===== src/rtl/ip_sequencer.sv =====
// Instruction-pointer sequencer: walks the core through FETCH, EXECUTE and ADVANCE,
// driving the pointer's control inputs, latching fetched words and counting retirements.
module ip_sequencer #(
    parameter int WORD_SIZE     = 16,
    parameter int FETCH_TIMEOUT = 8
) (
    input  logic                 clk,
    input  logic                 reset,
    input  logic                 start,
    input  logic                 soft_reset,
    output logic                 fetch_req,
    input  logic                 fetch_ack,
    input  logic [WORD_SIZE-1:0] instr_in,
    output logic [WORD_SIZE-1:0] ir,
    output logic                 ir_valid,
    input  logic                 exec_done,
    input  logic                 branch_taken,
    input  logic signed [WORD_SIZE-1:0] branch_offset,
    input  logic                 halt_req,
    output logic                 ip_update_enable,
    output logic signed [WORD_SIZE-1:0] ip_adj,
    output logic                 ip_reset_enable,
    output logic [WORD_SIZE-1:0] retired,
    output logic                 fault,
    output logic [2:0]           state
);

    typedef enum logic [2:0] {
        ST_CLEAR   = 3'd0,
        ST_IDLE    = 3'd1,
        ST_FETCH   = 3'd2,
        ST_EXECUTE = 3'd3,
        ST_ADVANCE = 3'd4,
        ST_HALTED  = 3'd5,
        ST_FAULT   = 3'd6
    } state_t;

    localparam int TMO_W = 8;
    localparam logic [TMO_W-1:0] TMO_LAST = TMO_W'(FETCH_TIMEOUT - 1);
    localparam logic [WORD_SIZE-1:0] ONE  = WORD_SIZE'(1);

    state_t                    state_q, state_d;
    logic [WORD_SIZE-1:0]      ir_q, ir_d;
    logic                      ir_valid_q, ir_valid_d;
    logic signed [WORD_SIZE-1:0] ip_adj_q, ip_adj_d;
    logic [WORD_SIZE-1:0]      retired_q, retired_d;
    logic                      fault_q, fault_d;
    logic [TMO_W-1:0]          tmo_q, tmo_d;

    always_ff @(posedge clk or posedge reset) begin
        if (reset) begin
            state_q    <= ST_CLEAR;
            ir_q       <= '0;
            ir_valid_q <= 1'b0;
            ip_adj_q   <= '0;
            retired_q  <= '0;
            fault_q    <= 1'b0;
            tmo_q      <= '0;
        end else begin
            state_q    <= state_d;
            ir_q       <= ir_d;
            ir_valid_q <= ir_valid_d;
            ip_adj_q   <= ip_adj_d;
            retired_q  <= retired_d;
            fault_q    <= fault_d;
            tmo_q      <= tmo_d;
        end
    end

    always_comb begin
        state_d    = state_q;
        ir_d       = ir_q;
        ir_valid_d = ir_valid_q;
        ip_adj_d   = ip_adj_q;
        retired_d  = retired_q;
        fault_d    = fault_q;
        tmo_d      = tmo_q;

        case (state_q)
            ST_CLEAR: state_d = ST_IDLE;
            ST_IDLE: begin
                if (start) state_d = ST_FETCH;
            end
            ST_FETCH: begin
                // An ack on the final allowed cycle is checked first so it beats the timeout.
                if (fetch_ack) begin
                    ir_d       = instr_in;
                    ir_valid_d = 1'b1;
                    tmo_d      = '0;
                    state_d    = ST_EXECUTE;
                end else if (tmo_q == TMO_LAST) begin
                    fault_d = 1'b1;
                    tmo_d   = '0;
                    state_d = ST_FAULT;
                end else begin
                    tmo_d = tmo_q + 1'b1;
                end
            end
            ST_EXECUTE: begin
                if (exec_done) begin
                    ir_valid_d = 1'b0;
                    retired_d  = retired_q + ONE;
                    if (halt_req) begin
                        state_d = ST_HALTED;
                    end else if (branch_taken) begin
                        ip_adj_d = branch_offset;
                        state_d  = ST_ADVANCE;
                    end else begin
                        ip_adj_d = ONE;
                        state_d  = ST_ADVANCE;
                    end
                end
            end
            ST_ADVANCE: state_d = ST_FETCH;
            ST_HALTED: begin
                if (start) state_d = ST_FETCH;
            end
            ST_FAULT: state_d = ST_FAULT;
            default:  state_d = ST_CLEAR;
        endcase

        // soft_reset overrides every transition but leaves the retire count alone.
        if (soft_reset) begin
            state_d    = ST_CLEAR;
            ir_valid_d = 1'b0;
            tmo_d      = '0;
            fault_d    = 1'b0;
        end
    end

    assign fetch_req        = (state_q == ST_FETCH);
    assign ip_update_enable = (state_q == ST_ADVANCE);
    assign ip_reset_enable  = (state_q == ST_CLEAR);
    assign ir               = ir_q;
    assign ir_valid         = ir_valid_q;
    assign ip_adj           = ip_adj_q;
    assign retired          = retired_q;
    assign fault            = fault_q;
    assign state            = state_q;

endmodule


===== config.mk =====
export PLATFORM = sky130hd
export DESIGN_NAME = ip_sequencer
export DESIGN_NICKNAME = d
export VERILOG_FILES = /design/src/rtl/ip_sequencer.sv
export SDC_FILE = /design/constraint.sdc
export NUM_CORES = 1
export LEC_CHECK = 0
export BUFFER_PORTS_ARGS = -buffer_cell sky130_fd_sc_hd__buf_2
export CAP_MARGIN = 5
export CELL_PAD_IN_SITES_DETAIL_PLACEMENT = 1
export CELL_PAD_IN_SITES_GLOBAL_PLACEMENT = 1
export CORE_MARGIN = 4
export CORE_UTILIZATION = 37
export DETAILED_ROUTE_END_ITERATION = 8
export HOLD_SLACK_MARGIN = 0.02
export PLACE_DENSITY_LB_ADDON = 0.1
export REMOVE_ABC_BUFFERS = 1
export SLEW_MARGIN = 20
export SYNTH_ARGS = -nofsm -noshare
export SYNTH_HDL_FRONTEND = slang
export SYNTH_SLANG_ARGS = --single-unit

===== constraint.sdc =====
create_clock -name clk -period 2.3 [get_ports clk]
set_input_delay 0.115 -clock clk [delete_from_list [all_inputs] [get_ports clk]]
set_output_delay 0.115 -clock clk [all_outputs]
set_load 0.03 [all_outputs]

==> impl_metrics.csv <==
group,metric,value,unit
run,cap_violations,0,
routing,drt_wl_total,7.087,mm
routing,drt_iter0_markers,57,
floorplan,die-area,8721,um^2
floorplan,die_y,93.39,um
pwr,peakVddDrop,0.3681,mV
routing,wl_per_cell,15.21,um
routing,post-route-drc-count,0,
placement,hpwl,4.792,mm
timing,slew-limit-headroom,0.5566,
logic_synthesis,syn_area,2698,um^2
cts,cts.repair.resized,0,
timing,fmax,503.9,MHz
logic_synthesis,synth_edf_count,0,
logic_synthesis,yosysMostFrequentCell,"dfrtp_1",
logic_synthesis,synthArstFlopShare,1.000,
timing,slew_viol_final,0,
logic_synthesis,syn_avg_cell_area,10.70,um^2
cells_and_area,final-seq-area,1526,um^2
cells_and_area,multi_input_area,1086,um^2
timing,worstMarginPinSlew,0.6642,ns
timing,setup_violations,0,
worst_setup_path,startpoint_type,"register",
cts,clock_latency,0.33,ns
routing,wl_met1,3.106,mm
routing,topRoutingLayerUsed,"met4",
floorplan,die_w,93.39,um
logic_synthesis,synth_seq_cells,61,
logic_synthesis,synthTopCellsByArea,"dfrtp_1 57%, mux2_2 6.7%, nand2_1 5.8%, o21ai_0 3.9%, xor2_1 3.9%",
pwr,pwr-share-clk,0.263,
grt,grt-ovfl-total,0,
grt,grt_pass1_wl,11.75,mm
pwr,power,3.635,mW
cts,cts-root-buf,"clkbuf_8",
routing,dr.pass1.iters,4,
worst_setup_path,path_class,"register to register",
logic_synthesis,synth.distinct_cells,38,
routing,dr_wl_met3,534,um
cells_and_area,fillers,809,
placement,port_buffers,95,
cts,clock-sinks,61,
floorplan,pin_count,96,
pwr,p_int,2.267,mW
pwr,p_switching,1.368,mW
timing,finalSetupTns,0,ns
cells_and_area,layout-drive-gt1-share,0.3595,
grt,antenna_found_initial,0,
placement,place_congestion,0.7730,
cells_and_area,synthToLayoutAreaGrowth,34.14,%
pwr,pwr-share-seq,0.401,
placement,postPlaceCellArea,3269,um^2
cts,cts_buffers,9,
grt,grt_max_degree,34,
floorplan,rows,30,
cells_and_area,design_area,3618,um^2
routing,via_count,2269,
floorplan,coreArea,6944,um^2
pwr,switching_share,0.3763,
cells_and_area,antenna_cells,0,
routing,wl_met2,3.304,mm
timing,finClkSkew,0.007804,ns
pwr,power_density,1005,nW/um^2
timing,hold_violations,0,
grt,grt_pass1_vias,2378,
status,run_status,"completed",
cts,cts_buffer_depth,2,
timing,fin_crit,1.984,ns
placement,place_inst,436,
logic_synthesis,dominantRegCellSynth,"dfrtp_1",
logic_synthesis,synth_common_cells,"61 x dfrtp_1, 42 x nand2_1, 21 x o21ai_0",
timing,final.period_utilization,0.8628,
worst_setup_path,cp.required,2.51,ns
logic_synthesis,synth-seq-area-share,0.5659,
routing,vias_per_cell,4.869,
logic_synthesis,synth_top_area_share,0.5659,
cts,cts_tree,"yes",
pwr,combPwrFrac,0.336,
cts,clkSlewWorstSetupHoldPaths,0.07,ns
logic_synthesis,synth_warnings,0,
logic_synthesis,synthCells,252,
floorplan,initial_core_util,0.3885,
cts,cts.htree.levels,3,
cts,postCtsSetupBuffers,0,
pwr,power_leakage,1.849,nW
worst_setup_path,end_kind,"register",
routing,drtAntennaViolNets,0,
cells_and_area,stdcell_count,466,
worst_setup_path,cp.arrival,2.20,ns
grt,globalRouteTotalUtil,0.1726,
cells_and_area,fin_nets,408,
timing,hold-worst-slack,0.02815,ns
logic_synthesis,yosys.area.top_type,"dfrtp_1",
min_path,min_path_type,"primary input to register",
worst_setup_path,crit_path_max_fanout,17,
timing,rsz0062_at_grt,"no",
==> sequential cells by signal, indices dropped and copies added (netlist names) <==
signal    count
ir_valid      1
fault         1
retired      16
state         3
tmo_q         8
ir           16
ip_adj       16
==> per-layer routing <==
metal / vias to the layer above / track usage
li1: 1090 / -
met1: 1097 / 0.2187
met2: 71 / 0.2752
met3: 11 / 0.05149
met4: 0 / 0.07082
met5: - / 0
==> cell type report <==
cell class	instances	share of cell area
multi-input combinational	175	0.3001
clock inverter	4	0.01314
tap	96	0.03319
sequential	61	0.4219
clock buffer	11	0.04184
inverter	5	0.005187
timing repair buffer	114	0.1846
==> stage by stage <==
step           setup WS [ns]    util
6_report              0.3156  0.5211
3_3_place_gp          0.3740  0.4708
2_1_floorplan         0.3157       -
4_1_cts               0.2996  0.5211
3_5_place_dp          0.3151  0.4708
5_1_grt               0.1812  0.5211
==> power by group through the flow <==
| stage | clock network [mW] | logic, mW | registers [mW] |
|---|---|---|---|
| after detailed placement | 0 | 1.21 | 1.47 |
| after global routing | 1.02 | 1.32 | 1.49 |
| after global placement | 0 | 1.18 | 1.47 |
| final | 0.956 | 1.22 | 1.46 |
| after CTS | 0.977 | 1.23 | 1.45 |
| after floorplan | 0 | 0.300 | 1.96 |
==> worst max-delay path: stages, from the launching register on <==
cell	delay, ns
dfrtp_1	0.49
or3b_1	0.54
nor2_4	0.43
mux2_2	0.39
==> logic make-up after synthesis <==
group,share of synthesized area
DFF,0.5659
adders and majority gates,0.009275
AOI/OAI and AO/OA,0.07421
and+or+nand+nor,0.1837
muxes,0.07050
xor gates and xnor gates,0.06494
buffers and inverters,0.03154
==> cells in the final DEF, fill, tap and decap left out, drive strengths merged, types with 2 or more instances in the layout <==
master,count
a21oi,4
a31oi,3
and3,3
and4,4
buf,99
clkbuf,11
clkinv,3
dfrtp,61
dlygate4sd3,15
ha,2
inv,4
mux2,16
nand2,42
nand2b,3
nand3,7
nand3b,2
nand4,3
nor2,20
nor2b,3
nor3,4
nor4,2
o2111ai,2
o211ai,2
o21ai,21
or4,2
xnor2,8
xor2,12
==> what timing repair did <==
| action | CTS | global route |
|---|---|---|
| hold endpoints to repair | 42 | 0 |
| setup endpoints to repair | 0 | 0 |
| hold buffers | 15 | 0 |
==> path summary, 6_finish.rpt <==
check	startpoint	end	slack (ns)	cells past startpoint
worst min-delay path	branch_offset[2]	ip_adj[2]	0.03	3
worst max-delay path	state[2]	ir[13]	0.32	3
worst min register to register	retired[15]	retired[15]	0.46	1
worst max register to register	state[2]	ir[13]	0.32	3
min in group asynchronous	reset	tmo_q[6]	0.43	3
max in group asynchronous	reset	ip_adj[12]	1.26	4
(Power assumes the default switching activity.)
